[src/rtl/sparhixcel_pkg.sv]
// Shared types and default widths for the SparHiXcel load sequencer slice.
package sparhixcel_pkg;

  localparam int BUS_WIDTH_DEF       = 72;
  localparam int FEAT_DATA_WIDTH_DEF = 72;
  localparam int WGT_DATA_WIDTH_DEF  = 72;
  localparam int SIG_DATA_WIDTH_DEF  = 63;
  localparam int FEAT_ADDR_WIDTH_DEF = 16;
  localparam int SIG_ADDR_WIDTH_DEF  = 10;
  localparam int RUN_CNT_WIDTH_DEF   = 20;

  typedef enum logic [2:0] {
    IDLE    = 3'd0,
    LD_SIG  = 3'd1,
    LD_WGT  = 3'd2,
    LD_FEAT = 3'd3,
    RUN     = 3'd4,
    FINISH  = 3'd5
  } load_state_t;

  // Returns the first section after 'from' whose count is nonzero.
  // Sections are ordered LD_SIG, LD_WGT, LD_FEAT, RUN; FINISH if all are empty.
  function automatic load_state_t first_section(input load_state_t from,
                                                input logic sig_nz,
                                                input logic wgt_nz,
                                                input logic feat_nz,
                                                input logic run_nz);
    load_state_t nxt;
    nxt = FINISH;
    if (run_nz  && (from inside {IDLE, LD_SIG, LD_WGT, LD_FEAT})) nxt = RUN;
    if (feat_nz && (from inside {IDLE, LD_SIG, LD_WGT}))          nxt = LD_FEAT;
    if (wgt_nz  && (from inside {IDLE, LD_SIG}))                  nxt = LD_WGT;
    if (sig_nz  && (from == IDLE))                                nxt = LD_SIG;
    return nxt;
  endfunction

endpackage

[src/rtl/sparhixcel_load_sequencer_wr_port_reg.sv]
// Registered write stage for one memory port: strobe, address and data are
// captured on the handshake cycle and presented one cycle later.
module sparhixcel_wr_port_reg #(
  parameter int ADDR_WIDTH = 10,
  parameter int DATA_WIDTH = 72
) (
  input  logic                  clk_i,
  input  logic                  rst_i,
  input  logic                  ld_i,
  input  logic [ADDR_WIDTH-1:0] addr_i,
  input  logic [DATA_WIDTH-1:0] data_i,
  output logic                  wr_ld_o,
  output logic [ADDR_WIDTH-1:0] wr_addr_o,
  output logic [DATA_WIDTH-1:0] wr_data_o
);

  // Strobe follows the request each cycle; address/data hold between writes.
  always_ff @(posedge clk_i) begin
    if (rst_i) begin
      wr_ld_o   <= 1'b0;
      wr_addr_o <= '0;
      wr_data_o <= '0;
    end else begin
      wr_ld_o <= ld_i;
      if (ld_i) begin
        wr_addr_o <= addr_i;
        wr_data_o <= data_i;
      end
    end
  end

endmodule

[src/rtl/sparhixcel_load_sequencer.sv]
// SparHiXcel front-end load sequencer: takes one descriptor, routes the host
// stream into signal ROM, weight memory and feature memory, then releases the
// accelerator general reset for a programmed number of cycles.
// Optional running XOR checksum of the stream: SPARHIXCEL_LOAD_CHECKSUM_EN.
//
// Handshakes: a transfer happens on a rising edge where valid and ready are
// both high; ready is a pure function of the FSM state and never depends on
// valid, and a source may raise or drop valid in any cycle.
module sparhixcel_load_sequencer
  import sparhixcel_pkg::*;
#(
  parameter int BUS_WIDTH       = BUS_WIDTH_DEF,
  parameter int FEAT_DATA_WIDTH = FEAT_DATA_WIDTH_DEF,
  parameter int WGT_DATA_WIDTH  = WGT_DATA_WIDTH_DEF,
  parameter int SIG_DATA_WIDTH  = SIG_DATA_WIDTH_DEF,
  parameter int FEAT_ADDR_WIDTH = FEAT_ADDR_WIDTH_DEF,
  parameter int SIG_ADDR_WIDTH  = SIG_ADDR_WIDTH_DEF,
  parameter int RUN_CNT_WIDTH   = RUN_CNT_WIDTH_DEF
) (
  input  logic                       clk_i,
  input  logic                       rst_i,
  input  logic                       cfg_valid_i,
  output logic                       cfg_ready_o,
  input  logic [SIG_ADDR_WIDTH-1:0]  cfg_n_sig_i,
  input  logic [SIG_ADDR_WIDTH-1:0]  cfg_n_wgt_i,
  input  logic [FEAT_ADDR_WIDTH-1:0] cfg_n_feat_i,
  input  logic [RUN_CNT_WIDTH-1:0]   cfg_run_cycles_i,
  input  logic                       s_valid_i,
  output logic                       s_ready_o,
  input  logic [BUS_WIDTH-1:0]       s_data_i,
  input  logic                       abort_i,
  output logic                       wr_rom_signals_ld_o,
  output logic [SIG_ADDR_WIDTH-1:0]  wr_addrs_rom_signal_o,
  output logic [SIG_DATA_WIDTH-1:0]  rom_signals_data_o,
  output logic                       wr_mem2_ld_o,
  output logic [SIG_ADDR_WIDTH-1:0]  wr_addrs_mem2_o,
  output logic [WGT_DATA_WIDTH-1:0]  mem2_data_o,
  output logic                       wr_mem_ld_o,
  output logic [FEAT_ADDR_WIDTH-1:0] wr_addrs_mem_o,
  output logic [FEAT_DATA_WIDTH-1:0] mem_data_o,
  output logic [FEAT_ADDR_WIDTH-1:0] end_addr_in_feature_o,
`ifdef SPARHIXCEL_LOAD_CHECKSUM_EN
  output logic [BUS_WIDTH-1:0]       chk_o,
`endif
  output logic                       array_rst_o,
  output logic                       busy_o,
  output logic                       done_o,
  output load_state_t                state_o
);

  // One word counter serves all sections, so it is as wide as the widest address.
  localparam int CNT_W = (FEAT_ADDR_WIDTH > SIG_ADDR_WIDTH) ? FEAT_ADDR_WIDTH : SIG_ADDR_WIDTH;

  load_state_t state_q, state_d;

  logic [CNT_W-1:0]           wcnt_q;
  logic [RUN_CNT_WIDTH-1:0]   rcnt_q;
  logic [SIG_ADDR_WIDTH-1:0]  n_sig_q, n_wgt_q;
  logic [FEAT_ADDR_WIDTH-1:0] n_feat_q;
  logic [RUN_CNT_WIDTH-1:0]   n_run_q;

  logic             cfg_fire, s_fire, abort_act, last_word, run_last;
  logic [CNT_W-1:0] sec_len;
  logic             ld_sig, ld_wgt, ld_feat;

  assign cfg_fire  = cfg_valid_i & cfg_ready_o;
  assign s_fire    = s_valid_i & s_ready_o;
  assign abort_act = abort_i & (state_q != IDLE);
  assign last_word = (wcnt_q == (sec_len - CNT_W'(1)));
  assign run_last  = (rcnt_q == (n_run_q - RUN_CNT_WIDTH'(1)));
  assign state_o   = state_q;

  // Length of the section currently being loaded.
  always_comb begin
    sec_len = '0;
    case (state_q)
      LD_SIG:  sec_len = CNT_W'(n_sig_q);
      LD_WGT:  sec_len = CNT_W'(n_wgt_q);
      LD_FEAT: sec_len = CNT_W'(n_feat_q);
      default: sec_len = '0;
    endcase
  end

  // State register.
  always_ff @(posedge clk_i) begin
    if (rst_i) state_q <= IDLE;
    else       state_q <= state_d;
  end

  // Next-state logic; abort overrides any advance.
  always_comb begin
    state_d = state_q;
    case (state_q)
      IDLE: if (cfg_fire)
              state_d = first_section(IDLE, |cfg_n_sig_i, |cfg_n_wgt_i,
                                      |cfg_n_feat_i, |cfg_run_cycles_i);
      LD_SIG, LD_WGT, LD_FEAT:
            if (s_fire && last_word)
              state_d = first_section(state_q, |n_sig_q, |n_wgt_q,
                                      |n_feat_q, |n_run_q);
      RUN:    if (run_last) state_d = FINISH;
      FINISH: state_d = IDLE;
      default: state_d = IDLE;
    endcase
    if (abort_act) state_d = IDLE;
  end

  // Moore outputs decoded from the current state.
  always_comb begin
    cfg_ready_o = (state_q == IDLE);
    s_ready_o   = (state_q == LD_SIG) || (state_q == LD_WGT) || (state_q == LD_FEAT);
    array_rst_o = (state_q != RUN);
    busy_o      = (state_q != IDLE);
    done_o      = (state_q == FINISH);
  end

  // Descriptor capture plus word and run counters.
  always_ff @(posedge clk_i) begin
    if (rst_i) begin
      n_sig_q               <= '0;
      n_wgt_q               <= '0;
      n_feat_q              <= '0;
      n_run_q               <= '0;
      wcnt_q                <= '0;
      rcnt_q                <= '0;
      end_addr_in_feature_o <= '0;
    end else begin
      if (cfg_fire) begin
        n_sig_q               <= cfg_n_sig_i;
        n_wgt_q               <= cfg_n_wgt_i;
        n_feat_q              <= cfg_n_feat_i;
        n_run_q               <= cfg_run_cycles_i;
        wcnt_q                <= '0;
        rcnt_q                <= '0;
        end_addr_in_feature_o <= (cfg_n_feat_i == '0) ? '0
                                 : (cfg_n_feat_i - FEAT_ADDR_WIDTH'(1));
      end else if (abort_act) begin
        wcnt_q <= '0;
        rcnt_q <= '0;
      end else if (s_fire) begin
        wcnt_q <= last_word ? '0 : (wcnt_q + CNT_W'(1));
      end else if (state_q == RUN) begin
        rcnt_q <= run_last ? '0 : (rcnt_q + RUN_CNT_WIDTH'(1));
      end
    end
  end

`ifdef SPARHIXCEL_LOAD_CHECKSUM_EN
  // Running XOR of accepted stream words, restarted by each descriptor.
  always_ff @(posedge clk_i) begin
    if (rst_i || cfg_fire) chk_o <= '0;
    else if (s_fire)       chk_o <= chk_o ^ s_data_i;
  end
`endif

  assign ld_sig  = s_fire && (state_q == LD_SIG);
  assign ld_wgt  = s_fire && (state_q == LD_WGT);
  assign ld_feat = s_fire && (state_q == LD_FEAT);

  sparhixcel_wr_port_reg #(.ADDR_WIDTH(SIG_ADDR_WIDTH), .DATA_WIDTH(SIG_DATA_WIDTH)) u_sig_port (
    .clk_i     (clk_i),
    .rst_i     (rst_i),
    .ld_i      (ld_sig),
    .addr_i    (wcnt_q[SIG_ADDR_WIDTH-1:0]),
    .data_i    (s_data_i[SIG_DATA_WIDTH-1:0]),
    .wr_ld_o   (wr_rom_signals_ld_o),
    .wr_addr_o (wr_addrs_rom_signal_o),
    .wr_data_o (rom_signals_data_o)
  );

  sparhixcel_wr_port_reg #(.ADDR_WIDTH(SIG_ADDR_WIDTH), .DATA_WIDTH(WGT_DATA_WIDTH)) u_wgt_port (
    .clk_i     (clk_i),
    .rst_i     (rst_i),
    .ld_i      (ld_wgt),
    .addr_i    (wcnt_q[SIG_ADDR_WIDTH-1:0]),
    .data_i    (s_data_i[WGT_DATA_WIDTH-1:0]),
    .wr_ld_o   (wr_mem2_ld_o),
    .wr_addr_o (wr_addrs_mem2_o),
    .wr_data_o (mem2_data_o)
  );

  sparhixcel_wr_port_reg #(.ADDR_WIDTH(FEAT_ADDR_WIDTH), .DATA_WIDTH(FEAT_DATA_WIDTH)) u_feat_port (
    .clk_i     (clk_i),
    .rst_i     (rst_i),
    .ld_i      (ld_feat),
    .addr_i    (wcnt_q[FEAT_ADDR_WIDTH-1:0]),
    .data_i    (s_data_i[FEAT_DATA_WIDTH-1:0]),
    .wr_ld_o   (wr_mem_ld_o),
    .wr_addr_o (wr_addrs_mem_o),
    .wr_data_o (mem_data_o)
  );

endmodule

[config.mk]
export PLATFORM = sky130hd
export DESIGN_NAME = sparhixcel_load_sequencer
export DESIGN_NICKNAME = d
export VERILOG_FILES = /design/src/rtl/sparhixcel_pkg.sv /design/src/rtl/sparhixcel_load_sequencer_wr_port_reg.sv /design/src/rtl/sparhixcel_load_sequencer.sv
export SDC_FILE = /design/constraint.sdc
export NUM_CORES = 1
export LEC_CHECK = 0
export ABC_AREA = 0
export CAP_MARGIN = 20
export CELL_PAD_IN_SITES_DETAIL_PLACEMENT = 2
export CELL_PAD_IN_SITES_GLOBAL_PLACEMENT = 2
export CORE_ASPECT_RATIO = 0.9
export CORE_MARGIN = 1.5
export CORE_UTILIZATION = 31
export CTS_CLUSTER_DIAMETER = 60
export DETAILED_ROUTE_END_ITERATION = 8
export GPL_TIMING_DRIVEN = 0
export PLACE_DENSITY_LB_ADDON = 0.1
export SYNTH_ARGS = -nofsm -noshare
export SYNTH_HDL_FRONTEND = slang
export SYNTH_HIERARCHICAL = 1
export SYNTH_SLANG_ARGS = --single-unit
[constraint.sdc]
create_clock -name clk_i -period 9.25 [get_ports clk_i]
set_input_delay 1.85 -clock clk_i [delete_from_list [all_inputs] [get_ports clk_i]]
set_output_delay 1.85 -clock clk_i [all_outputs]
set_load 0.05 [all_outputs]
Word level (Yosys, flattened, before mapping) --
Index checks and enable logic that the tools add are counted.
Word-level totals: register bits after elaboration 357, latch bits 0, RAM bits 0, ROM bits 0, output and inout port bits 270, logic and storage cells 82, memories kept 0
Operators by class: add/sub/neg operators 5, multipliers 0, divide/modulo/power cells 0, magnitude comparators 0, equal/unequal tests 11, shift operators 0, mux-type cells 16, bitwise operators 4, reduce and logical (&&, ||, !) cells 29
Operators by type and width (count):
- $pmux W16 S3 | 1
- $reduce_or A10 Y1 | 4
- $reduce_or A20 Y1 | 2
- $mux W16 | 2
- $reduce_or A16 Y1 | 2
- $sub A16 B1 Y16 const B | 2
- $mux W3 | 9
- $add A20 B1 Y20 const B | 1
- $eq A20 B20 Y1 | 1
- $mux W20 | 1
- $sub A20 B1 Y20 const B | 1
- $add A16 B1 Y16 const B | 1
- $eq A16 B16 Y1 | 1
- $logic_not A16 Y1 | 1
- $pmux W3 S3 | 1
- $logic_and A1 B1 Y1 | 8
- $eq A3 B2 Y1 const B | 2
- $eq A3 B3 Y1 const B | 2
- $reduce_bool A3 Y1 | 2
- $reduce_or A3 Y1 | 2
- $ne A2 B2 Y1 const B | 2
- $reduce_bool A4 Y1 | 1
- $and A1 B1 Y1 | 3
- $eq A3 B1 Y1 const B | 1
- 10 further kinds | 12

Logic depth before layout (Yosys ltp) --
depth after elaboration 9, depth in mapped cells 16

By module --
The synthesis kept the hierarchy.
Modules (own cells, without submodules):
- sparhixcel_load_sequencer | instances 1, cells each 854, area an instance 6372.4 µm², sequential area each 2222.1 µm²
- sparhixcel_wr_port_reg at u_feat_port | instances 1, cells each 286, area an instance 3126.7 µm², sequential area each 1781.7 µm²
- sparhixcel_wr_port_reg at u_wgt_port | instances 1, cells each 266, area an instance 2991.6 µm², sequential area each 1661.6 µm²
- sparhixcel_wr_port_reg at u_sig_port | instances 1, cells each 237, area an instance 2630.0 µm², sequential area each 1481.4 µm²

Worst setup path before layout --
Ideal clock, no wire load.
kind reg-to-output, start reg state_q[0], in the netlist state_o[0], end out done_o, data arrival time 2.557 ns, data required time 7.400 ns, slack 4.843 ns, cell stages (with the launch flop) 5, buffers on the path 3, cells stage by stage dfxtp_1 > buf_2 > buf_2 > buf_2 > nor3b_1
Between the ends: longest elaborated chain between the ends 1
Ends and longest elaborated chain:
- start, declared | line sparhixcel_load_sequencer.sv:54 | load_state_t state_q, state_d;
- start signal, assigned | line sparhixcel_load_sequencer.sv:87 | else state_q <= state_d;
- $eq A3 B3 Y1 | line sparhixcel_load_sequencer.sv:114 | done_o = (state_q == FINISH);
- end, declared | line sparhixcel_load_sequencer.sv:47 | output logic done_o,
Every way passes these cells.

Worst setup path in the final report --
start reg state_q[0], in the netlist state_o[0], end out array_rst_o
Between the ends: longest elaborated chain between the ends 1
Ends and longest elaborated chain:
- $ne A3 B3 Y1 | line sparhixcel_load_sequencer.sv:112 | array_rst_o = (state_q != RUN);
- end, declared | line sparhixcel_load_sequencer.sv:45 | output logic array_rst_o,
Every way passes these cells.

==> key figures <==
Routing
  • DRC viols: 0
  • Router iterations before antenna repair: 4
  • Initial drt markers: 509
  • Post-route ant nets: 0
  • DR vias/cell: 4.878
  • WL final: roughly 60 mm
  • Routed via count: 13410
  • WL/cell: 21.28 um

Logic synthesis
  • Synthesized area per cell: 9.203 um2
  • Syn Std Cell Area: 15120 um2
  • Synth top area cells: dfxtp_1 (47%), mux2i_1 (17%), nor2_1 (8.2%)
  • Netlist cell types: between 50 and 60
  • Number of synthesized register bits: 357
  • Post-synth top flop: dfxtp_1
  • Post-synth EDFFs: 0
  • Area share of the largest cell type after synthesis: ~47%
  • YS warnings: 6
  • Syn nets: 1782
  • Most common cell in the netlist: dfxtp_1
  • Yosys top cell by area: dfxtp_1
  • Most instantiated cells after synthesis: dfxtp_1 (357), nor2_1 (331), mux2i_1 (264), nand2_1 (167), a21oi_1 (94)
  • Asr flop ratio synth: 0%
  • Mapped Cells: between 1500 and 2000
  • Sequential area share after synthesis: between 40 and 50%

Final layout
  • Final Non-Filler Cells: 2749
  • Layout Nets: 2229
  • Layout filler cell count: 5158
  • Fraction of layout cells with a size suffix above 1: 6.121%
  • Area growth from synthesis to layout: 41.37%
  • Final Util: 44.52%

Placed design
  • Placement Setup Slack: 4184 ps
  • Routability cong.: 0.8210
  • IO buf count: 401
  • Placed insts: 2668
  • Detail Placement HPWL: 44.78 mm

Critical path
  • Worst Path Required: 7400 ps
  • Slowest cell delay on critical path: slightly above 800 ps
  • CP Cell Sequence: buf_2, buf_2, buf_2, or2_2, clkbuf_1, nor2_1, inv_1, clkdlybuf4s50_1
  • Critical-path top delay cell: clkdlybuf4s50_1
  • Critical Path Sink Type: output port
  • Crit path kind: flip-flop to output port
  • CP Launch Type: flip-flop
  • CP Buf/Inv Count: 6
  • Critical path's top delay family: buffers and inverters
  • CP arrival: 3490 ps
  • Most frequent CP cell: buf_2
  • CP Max Fanout: 10

Floorplanning
  • Initial Util: 31.49%
  • Std-Cell Core Area: 48020 um2
  • Die ar.: 50110 um2
  • Rows: 76
  • Die H: 212.5 um
  • Io pins: slightly above 400
  • Width of the die: 235.8 um

Global route
  • GRT overflow: 0
  • Number of global-route vias before repair: 14390
  • Initial antenna violation count: 2
  • First-pass GRT wire length: 87.76 mm
  • All-Layer GR Usage: between 20 and 25%
  • Largest net degree at the start of global routing: 14

CTS
  • H-tree Lvls: 2
  • Inserted Clock Buffers: 43
  • Clock Latency Late Sink: 580 ps
  • Clock sink count: 357
  • Hold-fix buffers at CTS: 0
  • Post-CTS Resized: 0
  • Clk pin slew, worst setup/hold paths: 60 ps
  • Root Driver: clkbuf_16
  • Setup Fix Bufs, Post-CTS: 0
  • CTS tree: yes
  • Clock buffer depth: 3

STA
  • Clk_skew: between 20 and 30 ps
  • Setup ws final: about 3900 ps
  • Slew @ Worst Pin: 1075 ps
  • Maximum clock rate: around 190 MHz
  • RSZ-0062 raised after global routing: no
  • Setup violations, final: 0
  • Worst relative slew slack: 27.65%
  • Tcrit/Tclk final: 57.70%
  • Final Hold Fails: 0
  • Fin crit period: about 5300 ps
  • Max Slew Vio Count: 0
  • Setup_tns: 0 ps

Worst hold path
  • Hold/Removal Path Class: flip-flop to flip-flop

Pwr
  • Power density cells: 245.7 nW/um2
  • Max rail drop VDD: approximately 0.00015 V
  • Leakage: 7.417 nW

Flow run
  • Max-Cap Viols: 0

Status
  • Status: finished clean
-- metrics by stage --
stage	instance area, um2	hold WS, ps	power (mW)
detailed placement	19920	458.1	3.557
CTS	21370	471.6	5.322
global route	21380	491.4	5.506
global placement	19920	451.6	3.507
finish	21380	466.4	5.251
floorplan	15120	436.6	2.968
-- worst paths after layout --
kind	start	end	slack, ps	cells after the start
worst max-delay path	state_o[0]	array_rst_o	3910	8
worst min-delay path	n_sig_q[3]	n_sig_q[3]	470	2
worst max register to register	state_o[0]	wcnt_q[13]	4700	16
worst min register to register	n_sig_q[3]	n_sig_q[3]	470	2
-- per-layer routing --
| metal | up-vias | global-route usage, % | share of wire (%) |
|---|---|---|---|
| li1 | 6450 | - | - |
| met4 | 2 | 6.874 | 2.3 |
| met3 | 78 | 4.895 | 5.4 |
| met5 | - | 0 | 0.022 |
| met2 | 301 | 40.13 | 49 |
| met1 | 6579 | 27.89 | 44 |
-- final cells by class --
class | instances | area, um2 | area share [%]
Tap cell | 624 | 780.7 | 3.652
Buffer | 107 | 676.9 | 3.167
Sequential cell | 357 | 7147 | 33.43
Antenna cell | 1 | 2.502 | 0.01171
Timing Repair Buffer | 402 | 4021 | 18.81
Clock buffer | 59 | 1226 | 5.736
Inverter | 14 | 52.55 | 0.2458
Multi-Input combinational cell | 1165 | 7244 | 33.89
Clock inverter | 20 | 225.2 | 1.054
-- cells by family (layout without fill, tap and decap cells) --
family | Yosys count | after routing | share of synthesized area (%)
adder cells (fa/ha/maj) | 6 | 6 | 0.4965
XOR/XNOR | 91 | 91 | 5.362
multiplexers | 266 | 266 | 17.65
flip-flops | 357 | 357 | 47.27
AND/OR/NAND/NOR | 654 | 654 | 18.70
buffers and inverters | 121 | 602 | 4.824
AO/OA/AOI/OAI | 148 | 148 | 5.701
other | 0 | 1 | 0
-- power breakdown --
| group | switching [mW] | internal [mW] |
|---|---|---|
| registers | 0.103 | 1.67 |
| clock network | 0.709 | 1.02 |
| logic | 1.10 | 0.652 |
-- state kept, by name (all words and copies together), names as in the netlist, 20 cells and up --
signal                 flops
u_feat_port/wr_data_o     72
u_wgt_port/wr_data_o      72
u_sig_port/wr_data_o      63
n_run_q                   20
rcnt_q                    20
-- tightest hold or removal path, stage by stage (launching register included) --
cell and delay [ps]:
dfxtp_1 310, nand2_1 60, a21oi_1 50
-- cells in the final DEF, fill, tap and decap left out, drive strengths merged, types with 33 or more instances in the layout --
master,n
clkdlybuf4s50,401
a21oi,94
buf,54
clkbuf,113
xnor2,48
nor2,331
nand2,167
nor3,33
dfxtp,357
mux2i,264
xor2,42
(Power assumes the default switching activity.)
